===== config.mk =====
export PLATFORM = sky130hd
export DESIGN_NAME = comb_code_inverter_flat
export DESIGN_NICKNAME = d
export VERILOG_FILES = /design/src/rtl/comb_code_pkg.sv /design/src/rtl/comb_code_inverter_if.sv /design/src/rtl/comb_code_preimage.sv /design/src/rtl/comb_code_inverter.sv /design/src/flat_wrapper.sv
export SDC_FILE = /design/constraint.sdc
export NUM_CORES = 1
export LEC_CHECK = 0
export CAP_MARGIN = 30
export CORE_ASPECT_RATIO = 1.5
export CORE_UTILIZATION = 40
export CTS_CLUSTER_DIAMETER = 200
export CTS_CLUSTER_SIZE = 10
export DETAILED_ROUTE_END_ITERATION = 16
export PLACE_DENSITY_LB_ADDON = 0.12
export SYNTH_ARGS = -nofsm -noshare
export SYNTH_HDL_FRONTEND = slang
export SYNTH_SLANG_ARGS = --single-unit

===== constraint.sdc =====
create_clock -name clk -period 2.1 [get_ports clk]
set_input_delay 0.42 -clock clk [delete_from_list [all_inputs] [get_ports clk]]
set_output_delay 0.42 -clock clk [all_outputs]
set_load 0.03 [all_outputs]

===== src/rtl/comb_code_pkg.sv =====
// Shared definitions for the code-word inverter slice.
//   encode()  : the one golden definition of the forward equations
//               F1 = xz ^ x'y'z', F2 = x'y ^ xy'z', F3 = xy ^ x'y'z'
//   state_t   : FSM state encoding (IDLE / EMIT / NONE)
//   *_BIT     : bit positions of F1..F3 in a code word and x..z in a candidate
package comb_code_pkg;

  typedef logic [2:0] code_t;  // {F1,F2,F3}
  typedef logic [2:0] xyz_t;   // {x,y,z}

  localparam int F1_BIT = 2;
  localparam int F2_BIT = 1;
  localparam int F3_BIT = 0;
  localparam int X_BIT  = 2;
  localparam int Y_BIT  = 1;
  localparam int Z_BIT  = 0;

  typedef enum logic [1:0] {
    IDLE = 2'd0,
    EMIT = 2'd1,
    NONE = 2'd2
  } state_t;

  function automatic code_t encode(input xyz_t xyz);
    logic x, y, z;
    code_t f;
    x = xyz[X_BIT];
    y = xyz[Y_BIT];
    z = xyz[Z_BIT];
    f         = '0;
    f[F1_BIT] = (x & z) ^ (~x & ~y & ~z);
    f[F2_BIT] = (~x & y) ^ (x & ~y & ~z);
    f[F3_BIT] = (x & y) ^ (~x & ~y & ~z);
    return f;
  endfunction

endpackage


===== src/rtl/comb_code_inverter_if.sv =====
// Handshake bundle between a code-word source/sink and the inverter.
//   in_valid/in_ready/in_code            : code word request channel
//   out_valid/out_ready/out_xyz/
//   out_last/out_none                    : candidate response stream
// master = the environment, slave = the inverter.
interface comb_code_inverter_if;
  import comb_code_pkg::*;

  logic  in_valid;
  logic  in_ready;
  code_t in_code;
  logic  out_valid;
  logic  out_ready;
  xyz_t  out_xyz;
  logic  out_last;
  logic  out_none;

  modport master (
    output in_valid, in_code, out_ready,
    input  in_ready, out_valid, out_xyz, out_last, out_none
  );

  modport slave (
    input  in_valid, in_code, out_ready,
    output in_ready, out_valid, out_xyz, out_last, out_none
  );

endinterface


===== src/rtl/comb_code_preimage.sv =====
// Purely combinational preimage finder.
//   code : {F1,F2,F3} code word
//   mask : mask[i] = 1 when candidate i (as {x,y,z}) encodes to code
module comb_code_preimage
  import comb_code_pkg::*;
(
  input  code_t      code,
  output logic [7:0] mask
);

  for (genvar i = 0; i < 8; i++) begin : g_cand
    assign mask[i] = (encode(3'(i)) == code);
  end

endmodule


===== src/rtl/comb_code_inverter.sv =====
// Decoder for the 3-in/3-out encoder: accepts one code word and streams
// every {x,y,z} mapping to it in ascending order, or one flagged beat when
// the code has no preimage.
//   clk       : rising-edge clock
//   rst       : synchronous reset, active-high
//   bus       : request/response handshake bundle (slave side)
//   err_count : saturating count of no-preimage responses delivered
//   busy      : a response is pending (state != IDLE)
module comb_code_inverter
  import comb_code_pkg::*;
#(
  parameter int CNT_W = 8
) (
  input  logic                 clk,
  input  logic                 rst,
  comb_code_inverter_if.slave  bus,
  output logic [CNT_W-1:0]     err_count,
  output logic                 busy
);

  state_t           state, state_nxt;
  logic [7:0]       mask, mask_nxt;
  logic [7:0]       code_mask;
  logic [CNT_W-1:0] err_nxt;
  xyz_t             low_idx;
  logic             only_one;

  comb_code_preimage u_preimage (
    .code (bus.in_code),
    .mask (code_mask)
  );

  // Lowest set bit of the pending mask: scan downward so the lowest wins.
  always_comb begin
    low_idx = '0;
    for (int i = 7; i >= 0; i--) begin
      if (mask[i]) low_idx = 3'(i);
    end
  end

  // Exactly one candidate left: clearing the lowest bit empties the mask.
  assign only_one = ((mask & (mask - 8'd1)) == 8'd0);

  // NOTE: every signal written here gets a default first, so no path through
  // the case leaves one unassigned and no latch is inferred.
  always_comb begin
    state_nxt     = state;
    mask_nxt      = mask;
    err_nxt       = err_count;
    bus.in_ready  = 1'b0;
    bus.out_valid = 1'b0;
    bus.out_xyz   = '0;
    bus.out_last  = 1'b0;
    bus.out_none  = 1'b0;

    case (state)
      IDLE: begin
        bus.in_ready = ~rst;
        if (bus.in_valid && !rst) begin
          mask_nxt  = code_mask;
          state_nxt = (code_mask != 8'd0) ? EMIT : NONE;
        end
      end

      EMIT: begin
        bus.out_valid = 1'b1;
        bus.out_xyz   = low_idx;
        bus.out_last  = only_one;
        if (bus.out_ready) begin
          mask_nxt = mask & (mask - 8'd1);
          if (only_one) state_nxt = IDLE;
        end
      end

      NONE: begin
        bus.out_valid = 1'b1;
        bus.out_last  = 1'b1;
        bus.out_none  = 1'b1;
        if (bus.out_ready) begin
          err_nxt   = (&err_count) ? err_count : err_count + CNT_W'(1);
          state_nxt = IDLE;
        end
      end

      default: state_nxt = IDLE;
    endcase
  end

  // NOTE: state registers use non-blocking assignments so every flop samples
  // the pre-edge values regardless of process evaluation order.
  always_ff @(posedge clk) begin
    if (rst) begin
      state     <= IDLE;
      mask      <= '0;
      err_count <= '0;
    end else begin
      state     <= state_nxt;
      mask      <= mask_nxt;
      err_count <= err_nxt;
    end
  end

  assign busy = (state != IDLE);

endmodule


===== src/flat_wrapper.sv =====
// flat-port wrapper written by rule: the top's interface ports become plain ports
module comb_code_inverter_flat import comb_code_pkg::*;
#(
  parameter int CNT_W = 8
)
  (clk, rst, err_count, busy, bus_in_valid, bus_in_code, bus_out_ready, bus_in_ready, bus_out_valid, bus_out_xyz, bus_out_last, bus_out_none);
  comb_code_inverter_if bus_i ();
  input  logic clk;
  input  logic rst;
  output logic [CNT_W-1:0] err_count;
  output logic busy;
  input wire logic [$bits(bus_i.in_valid)-1:0] bus_in_valid;
  input wire logic [$bits(bus_i.in_code)-1:0] bus_in_code;
  input wire logic [$bits(bus_i.out_ready)-1:0] bus_out_ready;
  output wire logic [$bits(bus_i.in_ready)-1:0] bus_in_ready;
  output wire logic [$bits(bus_i.out_valid)-1:0] bus_out_valid;
  output wire logic [$bits(bus_i.out_xyz)-1:0] bus_out_xyz;
  output wire logic [$bits(bus_i.out_last)-1:0] bus_out_last;
  output wire logic [$bits(bus_i.out_none)-1:0] bus_out_none;
  assign bus_i.in_valid = bus_in_valid;
  assign bus_i.in_code = bus_in_code;
  assign bus_i.out_ready = bus_out_ready;
  assign bus_in_ready = bus_i.in_ready;
  assign bus_out_valid = bus_i.out_valid;
  assign bus_out_xyz = bus_i.out_xyz;
  assign bus_out_last = bus_i.out_last;
  assign bus_out_none = bus_i.out_none;
  comb_code_inverter #(.CNT_W(CNT_W)) u_core (.clk(clk), .rst(rst), .bus(bus_i), .err_count(err_count), .busy(busy));
endmodule

======== Yosys cells after proc, flatten, opt, wreduce, memory -nomap -nowiden ========
Cells that the tools add are included.
operators by class
  reduce and logical (&&, ||, !) cells .... 13
  multiplexer cells ....................... 22
  equality and inequality tests ........... 10
  add/sub/neg operators ................... 2
  bitwise logic cells ..................... 3
operators with widths
  cell                   count
  $mux W3                9
  $mux W8                2
  $pmux W8 S2            1
  $mux W2                5
  $add A8 B1 Y8 const B  1
  $and A8 B8 Y8          1
  $logic_not A8 Y1       1
  $reduce_and A8 Y1      1
  $reduce_bool A8 Y1     1
  $sub A8 B1 Y8 const B  1
  $eq A3 B3 Y1 const A   2
  $pmux W2 S3            1
  $reduce_and A3 Y1      2
  $ne A2 B1 Y1 const B   2
  $ne A2 B2 Y1 const B   2
  $reduce_and A4 Y1      1
  $reduce_bool A2 Y1     2
  $eq A1 B3 Y1 const A   1
  $eq A2 B3 Y1 const A   1
  $logic_not A3 Y1       1
  $mux W1                3
  $eq A2 B1 Y1 const B   1
  $eq A2 B2 Y1 const B   1
  $logic_not A2 Y1       1
  other kinds (5)        6
storage, ports and cells
  register bits after elaboration ......... 18
  output and inout port bits .............. 16
  input bits .............................. 7

======== Longest topological paths before layout ========
Gate-level depths: netlist of run 1.
  depth after elaboration ................. 9
  mapped depth ............................ 8

======== By module ========
A second synthesis of run 1 with hierarchy kept.
second synthesis, totals
  cell total of the unflattened synthesis .. 142
  area total of the unflattened synthesis .. 1,098.6 um^2
modules (own cells, without submodules)
  module              times used  cells an instance  area each (um^2)
  comb_code_inverter  1           134                1,038.5
  comb_code_preimage  1           8                  60.1

======== Worst setup path before layout of run 1 ========
OpenSTA, ideal clock, no wires.
  path kind ............................... flip-flop to output port
  start point ............................. register u_core.state[1]
  end point ............................... output port bus_out_xyz[0]
  stages on the path, launching flop included .. 6
  arrival time ............................ 1.751 ns
  setup slack ............................. -0.071 ns
  required time ........................... 1.680 ns
  cells stage by stage .................... dfxtp_1 > inv_1 > ha_1 > clkbuf_1 > clkbuf_1 > nor3b_1
between the ends
  longest elaborated chain between the ends .. 2
ends and longest elaborated chain
  item                    line                      text
  start, declared         comb_code_inverter.sv:21  state_t state, state_nxt;
  start signal, assigned  comb_code_inverter.sv:97  state <= state_nxt;
  $eq A2 B1 Y1            comb_code_inverter.sv:56  case (state)
  $mux W3                 comb_code_inverter.sv:56
  end, declared           flat_wrapper.sv:17        output wire logic [$bits(bus_i.out_xyz)-1:0] bus_out_xyz;
No other way between the ends.

======== Final worst setup path of run 1 ========
  start point ............................. register u_core.mask[3]
  end point ............................... output port bus_out_last
between the ends
  longest elaborated chain between the ends .. 4
ends and longest elaborated chain
  item                    line                      text
  start, declared         comb_code_inverter.sv:22  logic [7:0] mask, mask_nxt;
  start signal, assigned  comb_code_inverter.sv:98  mask <= mask_nxt;
  $sub A8 B1 Y8           comb_code_inverter.sv:42  assign only_one = ((mask & (mask - 8'd1)) == 8'd0);
  $and A8 B8 Y8 *         comb_code_inverter.sv:42
  $logic_not A8 Y1 *      comb_code_inverter.sv:42
  $pmux W1 S2 *           comb_code_inverter.sv:56
  end, declared           flat_wrapper.sv:18        output wire logic [$bits(bus_i.out_last)-1:0] bus_out_last;
Every way passes the cells marked *; elsewhere a longest branch is shown, timed or not.

==> metrics.md, run 1 <==
| Metric | Value |
|---|---|
| Post-Syn Area | 1116 um^2 |
| Slew Viols, Final | 0 |
| Share of layout cells above drive strength 1 | 0.1576 |
| Met3 wire length | 70 um |
| CTS Sinks | 18 |
| Post-Syn Instances | 138 |
| Startpoint Class | flop |
| Power Total | 0.001014 W |
| Initial core utilization | 0.4215 |
| Clk pin slew, worst setup/hold paths | 70 ps |
| Pre-Repair DR Iteration Count | 4 |
| Seq/Total Area, Yosys | 0.3229 |
| Drt wl/cell | 12.98 um |
| Total CTS buffers | 3 |
| Actual slew at the worst max-slew pin | 435.7 ps |
| Port Buffer Count | 22 |
| Setup crit end kind | output pin |
| Final WL | 2621 um |
| Root Buffer | clkbuf_8 |
| Final period demand of the worst path | 2246 ps |
| Critical path buffers and inverters | 1 |
| Synth-to-Final Area Change | 32.40% |
| Clock Path Buffers | 2 |
| Hold path startpoint | u_core.state[0] |
| Die W | 45.13 um |
| Die Ht | 66.70 um |
| Clock Latency Late Sink | 250 ps |
| CP Max Fanout | 6 |
| DP HPWL | 1999 um |
| Ys Warns | 0 |
| Layout fillers | 263 |
| Crit path from | u_core.mask[3] |
| Final ANT Viol Nets | 0 |
| Wire length on met2 | 1348 um |
| Fmax | 445.2 MHz |
| Ant diodes | 0 |
| Number of max-cap violations | 0 |
| Post-Layout Cell Count | 202 |
| Met1 wire length | 1155 um |
| Reg2reg setup slack | 130 ps |
| Synth unique cells | 37 |
| Hold Crit Class | flop to flop |
| Total number of vias | 1036 |
| CP top delay family | compound AO/OA/AOI/OAI gates |
| Period utilization | 1.070 |
| Final setup violating endpoints | 1 |
| Worst path slowest cell | o31ai_1 |
| Pwr Density | 686.5 nW/um^2 |
| CTS tree | yes |
| Placer Congestion | 0.8203 |
| PnR worst setup slack | -146.4 ps |
| Crit path required time | 1680 ps |
| CP max stage delay | 390 ps |
| Worst Clk Skew | 1.119 ps |
| Global-route wire length before repair | 4443 um |
| Nets@finish | 177 |
| Syn nets | 149 |
| Commonest non-fill, non-tap cells in the layout | nor2_1, nand2_1, dfxtp_1, clkdlybuf4s50_1, buf_4 |
| Status | finished with violations |
| Unrepaired setup endpoints after global routing | yes |
| Remaining global-route overflow | 0 |
| VDD IR-drop max | 0.4156 mV |
| FF+latch count, synth | 18 |
| Mean post-synth cell area | 8.087 um^2 |
| DRC Markers | 0 |
| Commonest non-fill, non-tap cell in the layout | nor2_1 |
| # IOs | 23 |
| Data arrival time of the worst path | 1830 ps |
| Top routing layer in use | met4 |
| Largest net degree at the start of global routing | 14 |
| Vias in the first global route | 1034 |
| DRC marker count from the first detailed-route iteration | 18 |
| R2R Path Start | u_core.mask[1] |
| Overall Global Routing Usage | 0.1956 |
| Pleak | 0.6412 nW |
| Row count | 23 |
| Relative slew margins | 0.7071 |
| Initial antenna violation count | 0 |
| WS Path Type | flop to output pin |
| Htree depth | 1 |
| Placed cells | 197 |
| Failing checks | negative setup slack |
| Vias/cell | 5.129 |
| Final Hold Viols | 0 |
| Core Area | 2648 um^2 |
| Worst path cell trace | maj3_1 > o31ai_1 > o311a_1 > o21a_2 > buf_6 |
| DIE AREA | 3010 um^2 |
[timing repair]
item,CTS,global route
hold buffers,0,0
gates cloned,0,0
buffers inserted,1,0
gates resized for setup,1,5
pin swaps,1,0
endpoints found under the setup margin,1,4
[logic make-up after synthesis]
group | Yosys count | share of synthesized area
xor gates and xnor gates | 7 | 0.05493
adders and majority gates | 5 | 0.05381
buffers and inverters | 16 | 0.06838
DFF | 18 | 0.3229
AOI/OAI and AO/OA | 30 | 0.2063
and+or+nand+nor | 58 | 0.2567
muxes | 4 | 0.03700
[worst paths after layout]
| path | cells past startpoint | endpoint |
|---|---|---|
| setup / recovery | 5 | bus_out_last |
| hold / removal | 2 | u_core.state[0] |
| setup reg to reg | 5 | u_core.state[1] |
| hold reg to reg | 2 | u_core.state[0] |
[stage by stage]
stage	util	setup WS (ps)	TNS [ps]	hold WS, ps	instance area, um^2
detailed placement	0.5265	78.58	0	499.4	1394
finish	0.5581	-146.4	-146.4	510.5	1478
global route	0.5581	-228.7	-228.7	578.5	1478
floorplan	-	29.42	0	466.4	1122
global placement	0.5265	131.4	0	496.4	1394
CTS	0.5515	-135.9	-135.9	509.3	1460
[worst min-delay path: cells and delay by family (launching register included)]
family | cells | cell delay, ps
flops | 1 | 330
mux | 1 | 60
simple gates | 1 | 70
[flip-flops by register name (all words and copies together), names as in the netlist]
name / flops
u_core.mask: 8
u_core.state: 2
u_core.err_count: 8
[area by class of cell]
class                      count  area (um^2)  area share
inverter                       7        26.28     0.01778
tap                           37        46.29     0.03133
timing repair buffer          32        294.0      0.1990
clock buffer                   4        55.05     0.03726
sequential                    18        361.6      0.2447
multi-input combinational    104        694.4      0.4699
[cells in the mapped netlist]
master / count / area (um^2)
inv_1: 7 / 26.28
maj3_1: 1 / 10.01
mux2i_1: 3 / 30.03
buf_6: 2 / 22.52
nand2_1: 17 / 63.81
and4_1: 2 / 17.52
dfxtp_1: 18 / 360.4
and4b_1: 1 / 10.01
nor3b_1: 1 / 7.510
xnor2_1: 2 / 17.52
a2111oi_4: 1 / 27.53
o21ai_0: 2 / 10.01
nor4_2: 1 / 12.51
buf_2: 1 / 5.000
o21ai_1: 1 / 5.000
nor3_1: 2 / 10.01
nand2b_1: 4 / 25.02
o21bai_1: 1 / 7.510
o31ai_1: 3 / 22.52
nand3_1: 4 / 20.02
o41ai_1: 2 / 17.52
a211oi_2: 1 / 12.51
or4_4: 1 / 11.26
a41oi_1: 1 / 8.760
clkbuf_1: 6 / 22.52
a2111o_1: 1 / 11.26
ha_1: 4 / 50.05
xor2_1: 5 / 43.79
o311a_1: 2 / 20.02
mux2_1: 1 / 11.26
a21oi_1: 11 / 55.05
a2bb2oi_1: 2 / 17.52
nor2_1: 21 / 78.83
nand4_1: 2 / 12.51
a22oi_1: 1 / 7.510
nor4b_1: 2 / 17.52
o21a_1: 1 / 7.510
[power breakdown]
group          leakage, nW  internal (W)  switching (W)
logic                0.466      0.000161       0.000206
registers            0.146      0.000356      0.0000151
clock network       0.0288      0.000166       0.000110
[per-layer routing]
metal  track usage  vias up
li1              -      538
met1        0.2364      471
met2        0.3406       23
met3       0.02439        4
met4       0.07197        0
met5             0        -
(Power assumes the default switching activity.)
==> inputs of run 2 (changes only) <==
Settings changed: CORE_UTILIZATION 40 to 45.
==> run 2 against run 1 <==
Against the previous run:
- worst setup slack worse by 65 ps
- power down 6.3%
- maximum frequency down 2.8%
- first-iteration DRC count up 44%
- via count up 2.8%
- worst hold slack better by 30 ps
- largest cell class unchanged
- wire length down 5.5%
- cell area down 2.5%
- die area down 11%
- combinational power down 1%
- critical endpoint unchanged
- largest power group unchanged
- global-route usage down 0.59 points
- the run still ends with negative setup slack left
==> metrics.md, run 2 (synthesis gave the netlist of run 1 again) <==
| Metric | Value |
|---|---|
| Placer Congestion | 0.8821 (was 0.8203) |
| Port Buffer Count | 22 (unchanged) |
| Setup crit end kind | output pin (unchanged) |
| Initial core utilization | 0.4882 (was 0.4215) |
| Largest regs | u_core.err_count x8, u_core.mask x8, u_core.state x2 (unchanged) |
| Clock Latency Late Sink | 290 ps (was 250 ps) |
| CP Max Fanout | 4 (was 6) |
| Htree depth | 1 (unchanged) |
| Failing checks | negative setup slack (unchanged) |
| Worst Clk Skew | 3.987 ps (was 1.119 ps) |
| Final Hold Viols | 0 (unchanged) |
| Vias/cell | 5.665 (was 5.129) |
| Share of layout cells above drive strength 1 | 0.1576 (unchanged) |
| Commonest non-fill, non-tap cell in the layout | nor2_1 (unchanged) |
| Placed cell areas | 1361 um^2 (was 1394 um^2) |
| Clock Path Buffers | 2 (unchanged) |
| Total CTS buffers | 3 (unchanged) |
| Data arrival time of the worst path | 1890 ps (was 1830 ps) |
| VDD IR-drop max | 0.4810 mV (was 0.4156 mV) |
| Fmax | 432.6 MHz (was 445.2 MHz) |
| Largest net degree at the start of global routing | 19 (was 14) |
| DIE AREA | 2687 um^2 (was 3010 um^2) |
| # IOs | 23 (unchanged) |
| Vias in the first global route | 977 (was 1034) |
| DRC Markers | 0 (unchanged) |
| Remaining global-route overflow | 0 (unchanged) |
| Row count | 21 (was 23) |
| Nets@finish | 177 (unchanged) |
| Overall Global Routing Usage | 0.1898 (was 0.1956) |
| Register area | 364.1 um^2 (was 361.6 um^2) |
| WS Path Type | flop to output pin (unchanged) |
| Final WL | 2477 um (was 2621 um) |
| Pwr Density | 659.7 nW/um^2 (was 686.5 nW/um^2) |
| Crit path required time | 1680 ps (about the same) |
| Slew Viols, Final | 0 (unchanged) |
| Relative slew margins | 0.7190 (was 0.7071) |
| Status | finished with violations (unchanged) |
| Unrepaired setup endpoints after global routing | yes (unchanged) |
| Placed cells | 181 (was 197) |
| Commonest non-fill, non-tap cells in the layout | nor2_1, nand2_1, dfxtp_1, clkdlybuf4s50_1, buf_4 (unchanged) |
| Pleak | 0.6121 nW (was 0.6412 nW) |
| Number of max-cap violations | 0 (unchanged) |
| Die W | 42.66 um (was 45.13 um) |
| Drt wl/cell | 13.18 um (was 12.98 um) |
| Total number of vias | 1065 (was 1036) |
| Actual slew at the worst max-slew pin | 420.9 ps (was 435.7 ps) |
| Final ANT Viol Nets | 0 (unchanged) |
| Final period demand of the worst path | 2311 ps (was 2246 ps) |
| Die Ht | 63.00 um (was 66.70 um) |
| DP HPWL | 1809 um (was 1999 um) |
| Synth-to-Final Area Change | 29.04% (was 32.40%) |
| Final setup violating endpoints | 2 (was 1) |
| DRC marker count from the first detailed-route iteration | 26 (was 18) |
| Period utilization | 1.101 (was 1.070) |
| Startpoint Class | flop (unchanged) |
| Global-route wire length before repair | 4064 um (was 4443 um) |
| Core Area | 2286 um^2 (was 2648 um^2) |
| Hold Crit Class | flop to flop (unchanged) |
| PnR worst setup slack | -211.4 ps (was -146.4 ps) |
| Initial antenna violation count | 0 (unchanged) |
| Clk pin slew, worst setup/hold paths | 110 ps (was 70 ps) |
| CTS tree | yes (unchanged) |
| CTS Sinks | 18 (unchanged) |
| Layout fillers | 201 (was 263) |
| Post-Layout Cell Count | 188 (was 202) |
| Ant diodes | 0 (unchanged) |
| Hold-fix buffers at CTS | 0 (unchanged) |
| Area of the multi-input gates | 694.4 um^2 (unchanged) |
| Layout Cell Area excl Fill | 1440 um^2 (was 1478 um^2) |
| Pre-Repair DR Iteration Count | 4 (unchanged) |
| Root Buffer | clkbuf_4 (was clkbuf_8) |
-- run 2: power by group --
part           leakage [nW]  switching [W]  internal (W)
logic                 0.445       0.000204      0.000158
clock network        0.0210       0.000110      0.000106
registers             0.146      0.0000166      0.000355
total                 0.612       0.000331      0.000619
-- run 2: layout make-up --
cell class,count,area share
Multi-Input combinational cell,104,0.4822
Sequential cell,18,0.2528
Timing Repair Buffer,32,0.2016
Clock buffer,4,0.02520
Tap cell,23,0.01998
Inverter,7,0.01825
-- run 2: repair_timing --
item,in CTS,in global routing
gates cloned,0,0
setup endpoints to repair,3,3
resized for setup,3,5
pin swaps,1,2
buffers inserted,1,2
-- run 2: final timing paths --
kind | start | end | slack, ps | depth (start not counted)
setup / recovery | u_core.mask[0] | bus_out_last | -210 | 5
hold reg to reg | u_core.state[0] | u_core.state[0] | 540 | 2
hold / removal | u_core.state[0] | u_core.state[0] | 540 | 2
setup reg to reg | u_core.mask[0] | u_core.state[1] | 140 | 5
-- run 2: through the flow --
step / util / setup WS (ps) / hold WS, ps / power [W] / TNS (ps)
floorplan: - / 29.42 / 466.4 / 0.0006242 / 0
global placement: 0.5955 / 103.4 / 494.0 / 0.0007288 / 0
detailed placement: 0.5955 / 76.02 / 516.0 / 0.0007328 / 0
CTS: 0.6141 / -235.5 / 531.3 / 0.0009419 / -235.5
global route: 0.6300 / -287.5 / 578.9 / 0.001002 / -406.9
finish: 0.6300 / -211.4 / 540.9 / 0.0009500 / -272.8
-- run 2: worst max-delay path, cell delays in order (launching register included) --
cell and delay [ps]:
dfxtp_1 320, or4_4 580, a2111oi_4 230, o311a_1 210, o21a_2 120, buf_6 120
-- run 2: per-layer routing --
metal,up-vias,track usage,share of wire
li1,539,-,-
met1,498,0.2181,0.42
met2,24,0.3371,0.52
met3,4,0.02023,0.039
met4,0,0.08594,0.019
met5,-,0,0
==> inputs of run 3 (changes only) <==
Settings changed: CTS_CLUSTER_DIAMETER 200 to 120.
==> results of run 3 <==
Final layout, timing and power as in run 2 (identical DEF).
